**src/rtl/button_pkg.sv**
```systemverilog
// Shared types and helpers for the push-button step counter.
// The debounce state encoding is common to both button channels.
package button_pkg;

  typedef enum logic [1:0] {
    RELEASED,
    PRESS_WAIT,
    HELD,
    RELEASE_WAIT
  } btn_state_t;

  function automatic int unsigned max3(input int unsigned a, input int unsigned b,
                                       input int unsigned c);
    int unsigned m;
    m = (a > b) ? a : b;
    return (m > c) ? m : c;
  endfunction

endpackage

```
**src/rtl/button_debounce.sv**
```systemverilog
// One raw button -> 2-flop sync -> debounce FSM -> registered one-cycle step pulse,
// with optional auto-repeat while the button stays held.
module button_debounce
  import button_pkg::*;
#(
  parameter int unsigned DEBOUNCE_CYCLES = 100_000,
  parameter int unsigned HOLD_CYCLES     = 5_000_000,
  parameter int unsigned REPEAT_CYCLES   = 1_000_000,
  parameter bit          REPEAT_EN       = 1'b1
) (
  input  logic clk,
  input  logic rst_n,
  input  logic btn_i,
  output logic step_o
);

  localparam int unsigned CW = $clog2(max3(DEBOUNCE_CYCLES, HOLD_CYCLES, REPEAT_CYCLES) + 1);
  localparam logic [CW-1:0] DEB_LIM  = CW'(DEBOUNCE_CYCLES - 1);
  localparam logic [CW-1:0] HOLD_LIM = CW'(HOLD_CYCLES - 1);
  localparam logic [CW-1:0] REP_LIM  = CW'(REPEAT_CYCLES - 1);
  localparam bit            DEB_ONE  = (DEBOUNCE_CYCLES == 1);

  logic [1:0]    sync_q;
  logic          lvl;
  btn_state_t    state_q;
  logic [CW-1:0] cnt_q;
  logic [CW-1:0] hcnt_q;
  logic          rpt_q;
  logic          step_q;

  always_ff @(posedge clk or negedge rst_n) begin
    if (!rst_n) sync_q <= '0;
    else        sync_q <= {sync_q[0], btn_i};
  end

  assign lvl    = sync_q[1];
  assign step_o = step_q;

  always_ff @(posedge clk or negedge rst_n) begin
    if (!rst_n) begin
      state_q <= RELEASED;
      cnt_q   <= '0;
      hcnt_q  <= '0;
      rpt_q   <= 1'b0;
      step_q  <= 1'b0;
    end else begin
      step_q <= 1'b0;
      // Repeat timer runs only while the synced level is high; a release bounce freezes it.
      if (REPEAT_EN && (state_q == HELD || state_q == RELEASE_WAIT) && lvl) begin
        if (!rpt_q && hcnt_q == HOLD_LIM) begin
          step_q <= 1'b1;
          rpt_q  <= 1'b1;
          hcnt_q <= '0;
        end else if (rpt_q && hcnt_q == REP_LIM) begin
          step_q <= 1'b1;
          hcnt_q <= '0;
        end else begin
          hcnt_q <= hcnt_q + CW'(1);
        end
      end
      case (state_q)
        RELEASED: if (lvl) begin
          if (DEB_ONE) begin
            state_q <= HELD;
            step_q  <= 1'b1;
            hcnt_q  <= '0;
            rpt_q   <= 1'b0;
          end else begin
            state_q <= PRESS_WAIT;
            cnt_q   <= CW'(1);
          end
        end
        PRESS_WAIT: begin
          if (!lvl) begin
            state_q <= RELEASED;
            cnt_q   <= '0;
          end else if (cnt_q == DEB_LIM) begin
            state_q <= HELD;
            step_q  <= 1'b1;
            cnt_q   <= '0;
            hcnt_q  <= '0;
            rpt_q   <= 1'b0;
          end else begin
            cnt_q <= cnt_q + CW'(1);
          end
        end
        HELD: if (!lvl) begin
          if (DEB_ONE) begin
            state_q <= RELEASED;
            hcnt_q  <= '0;
            rpt_q   <= 1'b0;
          end else begin
            state_q <= RELEASE_WAIT;
            cnt_q   <= CW'(1);
          end
        end
        RELEASE_WAIT: begin
          if (lvl) begin
            state_q <= HELD;
            cnt_q   <= '0;
          end else if (cnt_q == DEB_LIM) begin
            state_q <= RELEASED;
            cnt_q   <= '0;
            hcnt_q  <= '0;
            rpt_q   <= 1'b0;
          end else begin
            cnt_q <= cnt_q + CW'(1);
          end
        end
        default: begin
          state_q <= RELEASED;
          cnt_q   <= '0;
        end
      endcase
    end
  end

endmodule

```
**src/rtl/button_step_counter.sv**
```systemverilog
// Two debounced push-buttons stepping an up/down lamp counter.
// Simultaneous up and down steps cancel; WRAP selects modulo vs saturating behaviour.
module button_step_counter
  import button_pkg::*;
#(
  parameter int unsigned WIDTH           = 8,
  parameter int unsigned DEBOUNCE_CYCLES = 100_000,
  parameter int unsigned HOLD_CYCLES     = 5_000_000,
  parameter int unsigned REPEAT_CYCLES   = 1_000_000,
  parameter bit          REPEAT_EN       = 1'b1,
  parameter bit          WRAP            = 1'b1
) (
  input  logic             clk,
  input  logic             rst_n,
  input  logic             btn_up,
  input  logic             btn_down,
  output logic             up_step,
  output logic             down_step,
  output logic [WIDTH-1:0] lamps
);

  if (DEBOUNCE_CYCLES == 0 || HOLD_CYCLES == 0 || REPEAT_CYCLES == 0) begin : g_bad_param
    $error("button_step_counter: cycle parameters must be >= 1");
  end

  localparam logic [WIDTH-1:0] MAX = '1;

  logic [WIDTH-1:0] lamps_q;

  button_debounce #(
    .DEBOUNCE_CYCLES(DEBOUNCE_CYCLES), .HOLD_CYCLES(HOLD_CYCLES),
    .REPEAT_CYCLES(REPEAT_CYCLES), .REPEAT_EN(REPEAT_EN)
  ) u_up (
    .clk(clk), .rst_n(rst_n), .btn_i(btn_up), .step_o(up_step)
  );

  button_debounce #(
    .DEBOUNCE_CYCLES(DEBOUNCE_CYCLES), .HOLD_CYCLES(HOLD_CYCLES),
    .REPEAT_CYCLES(REPEAT_CYCLES), .REPEAT_EN(REPEAT_EN)
  ) u_down (
    .clk(clk), .rst_n(rst_n), .btn_i(btn_down), .step_o(down_step)
  );

  always_ff @(posedge clk or negedge rst_n) begin
    if (!rst_n) begin
      lamps_q <= '0;
    end else if (up_step && !down_step) begin
      if (WRAP || lamps_q != MAX) lamps_q <= lamps_q + WIDTH'(1);
    end else if (down_step && !up_step) begin
      if (WRAP || lamps_q != '0) lamps_q <= lamps_q - WIDTH'(1);
    end
  end

  assign lamps = lamps_q;

endmodule

```
**config.mk**
```make
export PLATFORM = sky130hd
export DESIGN_NAME = button_step_counter
export DESIGN_NICKNAME = d
export VERILOG_FILES = /design/src/rtl/button_pkg.sv /design/src/rtl/button_debounce.sv /design/src/rtl/button_step_counter.sv
export SDC_FILE = /design/constraint.sdc
export NUM_CORES = 1
export LEC_CHECK = 0
export CORE_MARGIN = 2
export CORE_UTILIZATION = 30
export CTS_BUF_LIST = sky130_fd_sc_hd__clkbuf_4
export DETAILED_ROUTE_END_ITERATION = 16
export PLACE_DENSITY = 0.47
export REMOVE_ABC_BUFFERS = 1
export SYNTH_ARGS = -nofsm -noshare
export SYNTH_HDL_FRONTEND = slang
export SYNTH_SLANG_ARGS = --single-unit
```
**constraint.sdc**
```tcl
create_clock -name clk -period 2.15 [get_ports clk]
set_input_delay 0.43 -clock clk [delete_from_list [all_inputs] [get_ports clk]]
set_output_delay 0.43 -clock clk [all_outputs]
set_load 0.05 [all_outputs]
```
Word level (Yosys, flattened, before mapping)
Index checks and enable logic that the tools add are counted.
W data, S select, Z words.
- register bits after elaboration: 112
- input port bits: 4
- output and inout bits: 10
- word-level logic and storage cells: 126
- $add $sub $neg: 6
- equal/unequal tests: 20
- multiplexer cells: 66
- reduce and logical (&&, ||, !) cells: 21
- operator list (cell ; number):
    $mux W23 ; 22
    $pmux W23 S4 ; 2
    $add A23 B1 Y23 const B ; 4
    $pmux W23 S2 ; 2
    $eq A23 B17 Y1 const B ; 2
    $eq A23 B20 Y1 const B ; 2
    $eq A23 B23 Y1 const B ; 2
    $mux W2 ; 12
    $mux W1 ; 22
    $mux W8 ; 2
    $pmux W2 S4 ; 2
    $add A8 B1 Y8 const B ; 1
    $eq A2 B2 Y1 const B ; 4
    $logic_and A1 B1 Y1 ; 8
    $reduce_and A4 Y1 ; 2
    $sub A8 B1 Y8 const B ; 1
    $ne A3 B2 Y1 const B ; 2
    $ne A3 B3 Y1 const B ; 2
    $eq A2 B1 Y1 const B ; 2
    $logic_not A1 Y1 ; 4
    $logic_not A2 Y1 ; 2
    $ne A2 B1 Y1 const B ; 2
    $ne A2 B2 Y1 const B ; 2
    $pmux W1 S2 ; 2
    3 further kinds ; 5

Logic depth before layout (Yosys ltp)
Gate-level depths: netlist (run 1).
- word-level depth: 8
- gate-level depth with buffers: 9
- depth with buffers taken out: 9

Hierarchy
A second synthesis (run 1) with hierarchy kept.
- cells, all modules: 692
- area, all modules: 6364.9 sq um
- by module, submodules not included (module ; instances ; cells an instance ; area an instance (sq um) ; sequential area each (sq um)):
    button_debounce (u_down) ; 1 ; 318 ; 2902.8 ; 1301.2
    button_debounce (u_up) ; 1 ; 308 ; 2835.2 ; 1301.2
    button_step_counter ; 1 ; 66 ; 626.9 ; 200.2

Worst setup path before layout (run 1)
OpenSTA, ideal clock, no wires.
- path type: register to register
- start: register u_up.step_q, in the netlist u_up.step_o
- end: register lamps_q[6], in the netlist lamps[6]
- setup time: 0.069 ns
- arrival time: 2.314 ns
- required time: 2.081 ns
- slack: -0.234 ns
- stages on the path, launching flop included: 9
- path buffers: 0
- period minus slack after synthesis: 2.384 ns
- path through: dfrtp_1 -> ha_1 -> inv_1 -> ha_1 -> a21o_1 -> a21o_1 -> a21oi_1 -> or4b_2 -> nand3_1
- word-level cells in the longest chain between the ends: 3
- elaborated cells between the ends (all ways): 5
- classes of those cells: mux: 1; reduce/logical: 4
- ends and longest elaborated chain (element ; RTL line ; RTL):
    start: declaration ; button_debounce.sv:29 ; logic step_q;
    start signal: assignment ; button_debounce.sv:45 ; step_q <= 1'b0;
    start signal: assignment ; button_debounce.sv:47 ; step_q <= 1'b0;
    start signal: assignment ; button_debounce.sv:51 ; step_q <= 1'b1;
    $logic_not A1 Y1 ; button_step_counter.sv:49 ; end else if (down_step && !up_step) begin
    $logic_and A1 B1 Y1 ; button_step_counter.sv:49 ;
    $reduce_bool A2 Y1 (no line) ; -- ;
    end signal: assignment ; button_step_counter.sv:48 ; if (WRAP || lamps_q != MAX) lamps_q <= lamps_q + WIDTH'(1);
    end signal: assignment ; button_step_counter.sv:50 ; if (WRAP || lamps_q != '0) lamps_q <= lamps_q - WIDTH'(1);
    end: declaration ; button_step_counter.sv:28 ; logic [WIDTH-1:0] lamps_q;
Parallel ways exist; a longest one is shown, timed or not.
A chain may end at the register's enable or synchronous reset.

Worst setup path in the final report (run 1)
- start: register u_down.cnt_q[5]
- end: register u_down.hcnt_q[15]
- word-level cells in the longest chain between the ends: 4
- elaborated cells between the ends (all ways): 5
- classes of those cells: eq/ne: 1; mux: 4
- ends and longest elaborated chain (element ; RTL line ; RTL):
    start: declaration ; button_debounce.sv:26 ; logic [CW-1:0] cnt_q;
    start signal: assignment ; button_debounce.sv:84 ; cnt_q <= cnt_q + CW'(1);
    start signal: assignment ; button_debounce.sv:107 ; cnt_q <= cnt_q + CW'(1);
    $eq A23 B17 Y1 (*) ; button_debounce.sv:77, button_debounce.sv:101 ;
    $mux W23 (*) ; button_debounce.sv:77, button_debounce.sv:101 ;
    $mux W23 (on tied branches) ; button_debounce.sv:98, button_debounce.sv:74 ;
    $pmux W23 S2 (*) ; button_debounce.sv:61 ; case (state_q)
    end signal: assignment ; button_debounce.sv:58 ; hcnt_q <= hcnt_q + CW'(1);
    end: declaration ; button_debounce.sv:27 ; logic [CW-1:0] hcnt_q;
Every way passes the cells marked *; elsewhere a longest branch is shown, timed or not.

==> results.toml, run 1 <==
[status]
status = "complete, but fails checks"
violations = "negative setup slack"

[sta]
rsz0062_at_grt = "yes"
slew_violations = 0
finClkSkew_ps = 31.83
slew_headroom_pct = 51.52
fin_setup_tns_ps = -1.002
setup_ws_ps = -0.5509
fin_crit_ps = 2151
timing.fmax_mhz = 465.0
hold_viol = 0
tightest_slew_ps = 720.5
final-setup-viol-count = 2
fin_crit_sh_pct = 100.0

[final_layout]
drive_gt1_share_pct = 22.18
final_cell_area_sq_um = 7865
finalNetCount = 782
area_delta_synth_final_pct = 25.44
fill_cells = 2035

[clock_network]
clockBufferDepth = 2
cts_tree = "yes"
numClockSinks = 112
clkTransAtPathRegs_ps = 200
insertion_delay_ps = 500
h-tree-depth = 3
numCtsBuffers = 9
cts_root_buffer = "clkbuf_4"

[pwr]
power_density_nw_per_um2 = 452.0
p_leak_uw = 0.003388
ir_worst_vdd_v = 0.0002290

[logic_synthesis]
syn_inst = 682
ys_seq_area_share_pct = 44.70
yosysWarnings = 0
syn_area_sq_um = 6270
synth-edff-count = 0
synth_top_area_share_pct = 44.70
ys.flop_type = "dfrtp_1"
syn_avg_cell_area_sq_um = 9.193
synth_area_leaders = "dfrtp_1 (45%), xor2_1 (5.3%), nor2_1 (4.0%), nand3_1 (3.4%), nand4_1 (3.4%)"
synth_top_cell_by_area = "dfrtp_1"
ys_async_sr_fraction_pct = 100.0
synth_most_common_cell = "dfrtp_1"
synthTopCellsByCount = "dfrtp_1 (112), nor2_1 (67), nand2_1 (52), nand3_1 (43), a21oi_1 (39)"
ys_ff_latch = 112
synth.distinct_cells = 61

[global_route]
overflow = 0
grt_usage_pct = 14.43
grt_pass1_vias = 5371
antenna_found_initial = 1
grt_first_pass_wirelength_mm = 26.27
grt_max_degree = 70

[min_path]
hp-class = "input pin to flop"

[die]
ioPinCount = 14
core_area_sq_um = 20360
dieWidth_um = 148.6
start_util_pct = 30.79
dieArea_sq_um = 22070
fp.dieH_um = 148.6
fp-row-count = 52

[placed_design]
port-buffer-count = 13
hpwlAfterDp_mm = 10.54
gp_congestion = 0.8435
place_area_sq_um = 7198

[critical_path]
rrSetupSlack_ps = -0.6
end_kind = "flop"
startpoint_type = "flop"
worstSetupPathType = "flop to flop"
crit_slowest_cell = "or4b_4"
path_max_fanout = 5
cp.required_ps = 2570
arrival_ps = 2570
cp_slowest_stage_delay_ps = 550
crit_path_cell_trace = "or4b_4 -> nor4_4 -> buf_4 -> nand4_1 -> o221ai_4 -> buf_12 -> clkbuf_16 -> nor2_2"

[route]
drcViolationCount = 0
wl_per_cell_um = 15.21
vias = 5549
drt_iter0_markers = 339
ant_nets = 0
first_pass_iters = 5
wl_mm = 15.85
viasPerCell = 5.325

[run]
drv_cap = 0
-- critical path: cells and delay by family, from the launching register on --
| family | cells | cell delay, ps |
|---|---|---|
| simple gates | 4 | 1060 |
| flops | 1 | 410 |
| compound gates | 1 | 120 |
| buf+inv | 3 | 510 |
-- area by class of cell --
cell class	count	area, sq um	area share (%)
clock buffers	9	67.56	0.8591
well taps	270	337.8	4.295
inverters	16	62.56	0.7954
diodes	1	2.502	0.03182
flip-flops and latches	112	2804	35.65
repair buffers	104	958.4	12.19
clock inverters	7	66.31	0.8431
multi-input cells	523	3566	45.34
-- logic make-up after synthesis --
logic type | Yosys count | synth area share (%)
mux | 11 | 1.816
fa+ha+maj | 12 | 2.514
xor+xnor | 52 | 7.264
flops | 112 | 44.70
simple gates | 317 | 27.58
buf+inv | 48 | 3.133
compound gates | 130 | 12.99
-- state kept, by name, summed over array words and instances (netlist names), named ones only --
signal	flops
lamps	8
u_down.cnt_q	23
u_down.hcnt_q	23
u_down.rpt_q	1
u_down.state_q	1
u_down.step_o	1
u_down.sync_q	2
u_up.cnt_q	23
u_up.hcnt_q	23
u_up.rpt_q	1
u_up.state_q	1
u_up.step_o	1
u_up.sync_q	2
-- timing repair --
action	CTS	global route
pin swaps	6	18
gates resized for setup	20	58
setup buffers	3	10
hold buffers	1	0
endpoints found under the setup margin	25	79
gates cloned	0	7
hold endpoints to repair	112	0
-- stage by stage --
stage	setup slack, ps	hold slack, ps	total power (uW)	util (%)	std cells
finish	-0.5509	340.4	3555	38.62	1042
global route	-53.80	283.4	3738	38.62	1042
CTS	0.7478	293.6	3602	36.33	1024
detailed placement	-103.6	345.1	2482	35.35	1004
global placement	-36.58	338.9	2475	35.35	1004
floorplan	-400.6	134.4	2325	-	650
-- layout by cell type (no fill, tap or decap), types with 9 or more instances in the layout --
cell type      synthesis  final
xor2_1                38     38
buf_4                  3     76
and4_1                 9      9
xnor2_1               14     14
o21ai_0               30     29
nand2_1               52     51
a21o_1                11      9
nor4_1                27     25
nand4_1               34     34
dlygate4sd2_1          0     10
nor2_1                67     52
clkbuf_4               0      9
a21oi_1               39     35
and3_1                12     12
dfrtp_1              112    111
inv_1                 16     14
a31oi_1               14     14
nand3_1               43     42
nor3_1                15     15
-- worst paths after layout --
check	start	end	depth (start not counted)
min reg2reg	u_down.sync_q[0]	u_down.sync_q[1]	0
max	u_down.cnt_q[5]	u_down.hcnt_q[15]	8
max in group asynchronous	rst_n	u_down.cnt_q[21]	3
min in group asynchronous	rst_n	u_down.hcnt_q[9]	3
max reg2reg	u_down.cnt_q[5]	u_down.hcnt_q[15]	8
min	btn_down	u_down.sync_q[0]	1
-- power by group --
part           leakage, uW  total (uW)  internal [uW]  switching (uW)
clock            0.0000732        1070            265             802
sequential         0.00154        2190           2140            46.8
combinational      0.00177         296            125             172
total              0.00339        3550           2530            1020
-- per-layer routing --
| layer | global-route usage (%) | part of all wire, % | vias up |
|---|---|---|---|
| met3 | 2.393 | 3.2 | 12 |
| met5 | 0 | 0 | - |
| met4 | 3.667 | 1.1 | 0 |
| met2 | 24.14 | 49 | 101 |
| li1 | - | - | 2680 |
| met1 | 19.50 | 47 | 2756 |
(Power assumes the default switching activity.)
==> inputs of run 2 (changes only) <==
- SLEW_MARGIN: unset -> 20
==> results of run 2 <==
No change in the layout: final DEF, timing and power equal those of run 1.
